==> src/rtl/instr_encoder.sv <==
// RV32I field packer: range-checks the immediate, encodes the instruction word and
// streams it to imem through a ready/valid write port at an auto-incrementing address.
//
// state  | meaning
// -------+-----------------------------------------------
// EMPTY  | no word held, wr_en low
// FULL   | word held on wr_data/wr_addr, wr_en high
module instr_encoder #(
  parameter int          ADDR_W    = 10,
  parameter int unsigned BASE_ADDR = 0
) (
  input  logic              clk,
  input  logic              rst,
  input  logic              start,
  input  logic              in_valid,
  output logic              in_ready,
  input  logic [2:0]        fmt,
  input  logic [6:0]        opcode,
  input  logic [4:0]        rd,
  input  logic [4:0]        rs1,
  input  logic [4:0]        rs2,
  input  logic [2:0]        funct3,
  input  logic [6:0]        funct7,
  input  logic [31:0]       imm,
  output logic              wr_en,
  output logic [ADDR_W-1:0] wr_addr,
  output logic [31:0]       wr_data,
  input  logic              wr_ready,
  output logic              err,
  output logic [7:0]        err_cnt
);

  localparam logic [ADDR_W-1:0] BASE = BASE_ADDR[ADDR_W-1:0];

  typedef enum logic {S_EMPTY, S_FULL} state_t;

  state_t            state_q, state_d;
  logic [ADDR_W-1:0] addr_q, addr_d;
  logic [31:0]       data_q, data_d;
  logic              err_q, err_d;
  logic [7:0]        cnt_q, cnt_d;

  logic        is_shift;
  logic        fits12, fits13, fits21;
  logic [31:0] enc_word;
  logic        enc_bad;
  logic        accept, complete;

  // An immediate fits N signed bits when all bits above N-1 replicate the sign.
  assign fits12   = (imm[31:11] == '0) || (imm[31:11] == '1);
  assign fits13   = (imm[31:12] == '0) || (imm[31:12] == '1);
  assign fits21   = (imm[31:20] == '0) || (imm[31:20] == '1);
  assign is_shift = (fmt == 3'd1) && (opcode == 7'b0010011) &&
                    ((funct3 == 3'b001) || (funct3 == 3'b101));

  always_comb begin
    enc_word = '0;
    enc_bad  = 1'b0;
    case (fmt)
      3'd0: enc_word = {funct7, rs2, rs1, funct3, rd, opcode};
      3'd1: begin
        if (is_shift) begin
          enc_word = {funct7, imm[4:0], rs1, funct3, rd, opcode};
          enc_bad  = (imm[31:5] != '0);
        end else begin
          enc_word = {imm[11:0], rs1, funct3, rd, opcode};
          enc_bad  = !fits12;
        end
      end
      3'd2: begin
        enc_word = {imm[11:5], rs2, rs1, funct3, imm[4:0], opcode};
        enc_bad  = !fits12;
      end
      3'd3: begin
        enc_word = {imm[12], imm[10:5], rs2, rs1, funct3, imm[4:1], imm[11], opcode};
        enc_bad  = !fits13 || imm[0];
      end
      3'd4: begin
        enc_word = {imm[31:12], rd, opcode};
        enc_bad  = (imm[11:0] != '0);
      end
      3'd5: begin
        enc_word = {imm[20], imm[10:1], imm[11], imm[19:12], rd, opcode};
        enc_bad  = !fits21 || imm[0];
      end
      default: enc_bad = 1'b1;
    endcase
  end

  // start blocks both acceptance and completion of the held word.
  assign in_ready = !start && ((state_q == S_EMPTY) || wr_ready);
  assign accept   = in_valid && in_ready;
  assign complete = (state_q == S_FULL) && wr_ready && !start;

  always_comb begin
    state_d = state_q;
    addr_d  = addr_q;
    data_d  = data_q;
    err_d   = err_q;
    cnt_d   = cnt_q;
    if (start) begin
      state_d = S_EMPTY;
      addr_d  = BASE;
      err_d   = 1'b0;
      cnt_d   = '0;
    end else begin
      if (complete) begin
        addr_d  = addr_q + 1'b1;
        state_d = S_EMPTY;
      end
      if (accept) begin
        if (enc_bad) begin
          err_d = 1'b1;
          if (cnt_q != 8'hFF) cnt_d = cnt_q + 8'd1;
        end else begin
          data_d  = enc_word;
          state_d = S_FULL;
        end
      end
    end
  end

  always_ff @(posedge clk) begin
    if (rst) begin
      state_q <= S_EMPTY;
      addr_q  <= BASE;
      data_q  <= '0;
      err_q   <= 1'b0;
      cnt_q   <= '0;
    end else begin
      state_q <= state_d;
      addr_q  <= addr_d;
      data_q  <= data_d;
      err_q   <= err_d;
      cnt_q   <= cnt_d;
    end
  end

  assign wr_en   = (state_q == S_FULL);
  assign wr_addr = addr_q;
  assign wr_data = data_q;
  assign err     = err_q;
  assign err_cnt = cnt_q;

endmodule

==> config.mk <==
export PLATFORM = sky130hd
export DESIGN_NAME = instr_encoder
export DESIGN_NICKNAME = d
export VERILOG_FILES = /design/src/rtl/instr_encoder.sv
export SDC_FILE = /design/constraint.sdc
export NUM_CORES = 1
export LEC_CHECK = 0
export ABC_AREA = 1
export ABC_CLOCK_PERIOD_IN_PS = 3850
export BUFFER_PORTS_ARGS = -buffer_cell sky130_fd_sc_hd__buf_2
export CAP_MARGIN = 0
export CORE_MARGIN = 3
export CORE_UTILIZATION = 54
export CTS_BUF_LIST = sky130_fd_sc_hd__clkbuf_8
export DETAILED_ROUTE_END_ITERATION = 6
export GPL_TIMING_DRIVEN = 1
export PLACE_DENSITY = 0.95
export SLEW_MARGIN = 30
export SYNTH_ARGS = -nofsm -noshare
export SYNTH_HDL_FRONTEND = slang
export SYNTH_SLANG_ARGS = --single-unit
export TNS_END_PERCENT = 100
==> constraint.sdc <==
create_clock -name clk -period 3.85 [get_ports clk]
set_input_delay 0.5775 -clock clk [delete_from_list [all_inputs] [get_ports clk]]
set_output_delay 0.5775 -clock clk [all_outputs]
set_load 0.02 [all_outputs]
* Word-level counts from Yosys, hierarchy flattened
Index checks and enable logic that the tools add are counted. Widths: inputs -> output; s select.
Cells by class: mux-type cells 7, reductions and logical operators 27, equality and inequality tests 12, $add $sub $neg 2, bitwise gates (word level) 3
Operators with widths (count):
- $pmux 32 s6 | 1
- $mux 32 | 1
- $reduce_bool 27->1 | 1
- $eq 21x21->1 const B | 1
- $logic_not 21->1 | 1
- $eq 20x20->1 const B | 1
- $logic_not 20->1 | 1
- $eq 12x12->1 const B | 1
- $logic_not 12->1 | 1
- $reduce_bool 12->1 | 1
- $add 10x1->10 const B | 1
- $eq 3x3->1 const B | 3
- $add 8x1->8 const B | 1
- $ne 8x8->1 const B | 1
- $eq 7x5->1 const B | 1
- $logic_or 1x1->1 | 7
- $eq 3x1->1 const B | 2
- $eq 3x2->1 const B | 2
- $logic_and 1x1->1 | 6
- $pmux 1 s6 | 1
- $reduce_and 3->1 | 2
- $logic_not 1->1 | 4
- $mux 1 | 4
- $logic_not 3->1 | 1
- 3 further kinds | 5
Word-level totals: word-level logic and storage cells 56, bits of input ports 72, output and inout port bits 53, register bits after elaboration 52

* Longest topological paths before layout
depth in word-level cells 7, mapped depth 15, depth with buffers taken out 14

* Least setup slack after synthesis
No wires, ideal clock.
path type input to register, start point input wr_ready, end point register data_q[21], in the netlist wr_data[21], path slack 1.846 ns, stages on the path 9, arrival 1.874 ns, buffers on the path 3, required time 3.720 ns, setup time 0.130 ns, cell sequence inv_1 > a21oi_1 > and2_1 > buf_2 > nand4_4 > buf_6 > buf_6 > o21ai_1 > nor2_1
On the way: cells in the longest elaborated chain, start to end 4
Ends and longest elaborated chain:
- start, declared | line 28 | input logic wr_ready,
- $logic_or 1x1->1 | line 91 | assign in_ready = !start && ((state_q == S_EMPTY) || wr_ready);
- $logic_and 1x1->1 | line 91
- via in_ready | line 16 | output logic in_ready,
- $logic_and 1x1->1 | line 92 | assign accept = in_valid && in_ready;
- $reduce_and 3->1 (no source line)
- end signal, assigned | line 133 | data_q <= data_d;
- end, declared | line 39 | logic [31:0] data_q, data_d;
The timed path passes the listed nets, and every way through them passes these cells. A chain may end at the register's enable or synchronous reset.

* Worst setup path in the final report
start point input fmt[2], end point register data_q[2], in the netlist wr_data[2]
On the way: cells in the longest elaborated chain, start to end 7, elaborated cells on any way between the ends 13, those cells by class eq/ne: 5; mux: 3; bitwise: 1; reduce/logical: 4
Ends and longest elaborated chain:
- start, declared | line 17 | input logic [2:0] fmt,
- $eq 3x1->1 | line 53, 59
- $logic_and 1x1->1 (2 in a row) | line 53 | assign is_shift = (fmt == 3'd1) && (opcode == 7'b0010011) &&
- $mux 1 | line 62 | if (is_shift) begin
- $pmux 1 s6 | line 59 | case (fmt)
- $not 1->1 (no source line)
- $reduce_and 3->1 (no source line)
Several ways; a longest one is shown, not always the timed one.

==> out/metrics.yaml <==
rr_worst_depth: 6
cp_max_fo: 47
io_buffers: 124
ys_seq_area_share_pct: 33.1
arrival_ps: 2590
coreArea_um2: 5570
syn2layout_area_growth_pct: 22.4
cp_slowest_stage_delay_ps: 500
worst_slack_ps: 1420
die_h_um: 82.4
crit_chain: "buf_2 -> inv_2 -> nand2_2 -> nor2_2 -> nand3_1 -> nor2_1 -> nor2_1 -> nand2_2 -> nand4_4 -> o21ai_0 -> nor2_1"
wl_per_cell_um: 13.0
pwr_density_cell_nw_per_um2: 287
yosys-top-cells-area: "dfxtp_1 (33%), nand2_1 (16%), nor2_1 (8.3%)"
ys_ff_latch: 52
clock_skew_ps: 11.2
rows: 27
power_mw: 1.11
ys.flop_type: "dfxtp_1"
drt_first_pass_iters: 5
placed_area_um2: 3770
drv_cap: 0
syn-instance-count: 498
fin_cells: 685
drt.antenna.violating_nets: 0
drt_iter0_drc: 143
numCtsBuffers: 5
cts_buffer_depth: 2
design.die.area_um2: 6780
critPathTopFamily: "simple AND/OR/NAND/NOR gates"
critical_path.startpoint: "fmt[2]"
pwr-share-clk_pct: 28.2
antenna_found_initial: 0
min_from: "wr_data[11]"
synth_top_cell_area_share_pct: 33.1
layout.nets: 686
yosys_warnings: 0
p_sw_mw: 0.341
postCtsSetupRepairBufs: 0
cp_num_cells: 11
holdWs_ps: 471
finalMaxSlewViolations: 0
clk_pin_slew_ps: 90
power_frac_comb_pct: 21.2
grt_use_total_pct: 26.3
synth_common_cells: "nand2_1 (134), nor2_1 (70), inv_1 (57)"
wl_met2_um: 4290
top_layer: "met4"
dp_hpwl_um: 7090
wl_um: 8930
clk_latency_ps: 300
place_congestion: 0.993
synth_area_um2: 3150
synth_edf_count: 0
fin_util_pct: 69.2
clock-sinks: 52
finalSetupViolations: 0
finalHoldViolCount: 0
power.leakage_nw: 1.94
startpoint_type: "primary input"
synth_nets: 572
hold_depth: 2
min_period_over_period_pct: 63.1
period_minus_slack_ps: 2430
grt_pass1_wl_um: 14000
overflow: 0
route.met3.wl_um: 729
die_w_um: 82.4
required_ps: 4010
cp_common_cell: "nor2_1"
diodes: 0
dp_slack_ps: 1150
path_class: "in -> reg"
status: "finished clean"
viasPerCell: 5.24
hold_path_class: "reg -> reg"
p_seq_share_pct: 50.6
drc: 0
slowest_stage: "nand4_4"
path_buf_inv: 2
cts_tree: "done"
post_cts.resized_instances: 0
hold_buffers: 0
dp.cells: 677
vdd_ir_drop_max_mv: 0.197
io_pins: 125
yosys.area.top_type: "dfxtp_1"
finalSetupTns_ps: 0
end_kind: "flip-flop"
start_util_pct: 56.5
maxSlewHeadroom_pct: 43.6
final_area_um2: 3850
ys_types: 37
yosysMostFrequentCell: "nand2_1"
syn_avg_cell_area_um2: 6.32
clock.fmax_ghz: 0.412
rsz0062_at_grt: "false"
switching_share_pct: 30.8
htreeDepth: 2
p_int_mw: 0.767
drt-met1-wl_um: 3820
layout-drive-gt1-share_pct: 24.8
synthArstFlopShare_pct: 0
grt_max_degree: 48
num_vias: 3588
reg2reg_from: "wr_en"
root_buffer: "clkbuf_8"
grt_pass1_vias: 3108
tightestPinTransition_ps: 839
[layout by cell type, fill, tap and decap left out, types with 3 or more instances in the layout]
cell type,instances
clkbuf_8,5
dfxtp_1,52
nor2_1,70
nand2_1,134
xnor2_1,3
xor2_1,3
inv_1,58
nand4_1,8
o21ai_1,10
o211ai_1,4
nand2_2,3
nor3_1,3
a21o_1,3
buf_2,124
nand3_1,31
a21oi_1,34
nand3b_1,20
inv_2,7
o21ai_0,17
[cell type report]
cell class / instances / area [µm²]
multi-input cells: 363 / 1760
fillers: 511 / 1720
flip-flops and latches: 52 / 1040
repair buffers: 126 / 636
inverters: 64 / 240
well taps: 72 / 90.1
clock buffers: 5 / 68.8
clock inverters: 3 / 20.0
[routing by layer]
metal,vias up,GRT usage [%]
li1,1816,-
met1,1593,35.0
met2,170,43.7
met3,9,5.10
met4,0,6.64
met5,-,0
[power by group through the flow]
stage / clock (mW) / sequential, mW / combinational (mW)
finish: 0.312 / 0.561 / 0.235
global route: 0.333 / 0.562 / 0.261
CTS: 0.316 / 0.561 / 0.232
detailed placement: 0 / 0.573 / 0.231
global placement: 0 / 0.573 / 0.226
floorplan: 0 / 0.591 / 0.129
[kinds of logic (layout without fill, tap and decap cells)]
kind of cell             Yosys count  count (layout)  share of synthesized area [%]
AND/OR/NAND/NOR                  278             278                           39.8
buffers and inverters             83             198                           11.1
AO/OA/AOI/OAI                     77              77                           13.6
flip-flops                        52              52                           33.1
XOR/XNOR                           6               6                           1.67
adder cells (fa/ha/maj)            2               2                          0.794
[sequential cells by signal (all words and copies together), names as in the netlist]
name	count
err	1
err_cnt	8
wr_addr	10
wr_data	32
wr_en	1
[worst paths after layout]
kind | slack (ps) | endpoint
setup / recovery | 1420 | wr_data[2]
hold / removal | 470 | wr_data[11]
setup reg to reg | 1770 | wr_data[2]
hold reg to reg | 470 | wr_data[11]
[worst min-delay path: cells and delay by family (launching register included)]
| kind | cells | cell delay [ps] |
|---|---|---|
| flops | 1 | 320 |
| compound gates | 1 | 50 |
| simple gates | 1 | 60 |
Note: power is estimated with default switching activity, not from simulation.
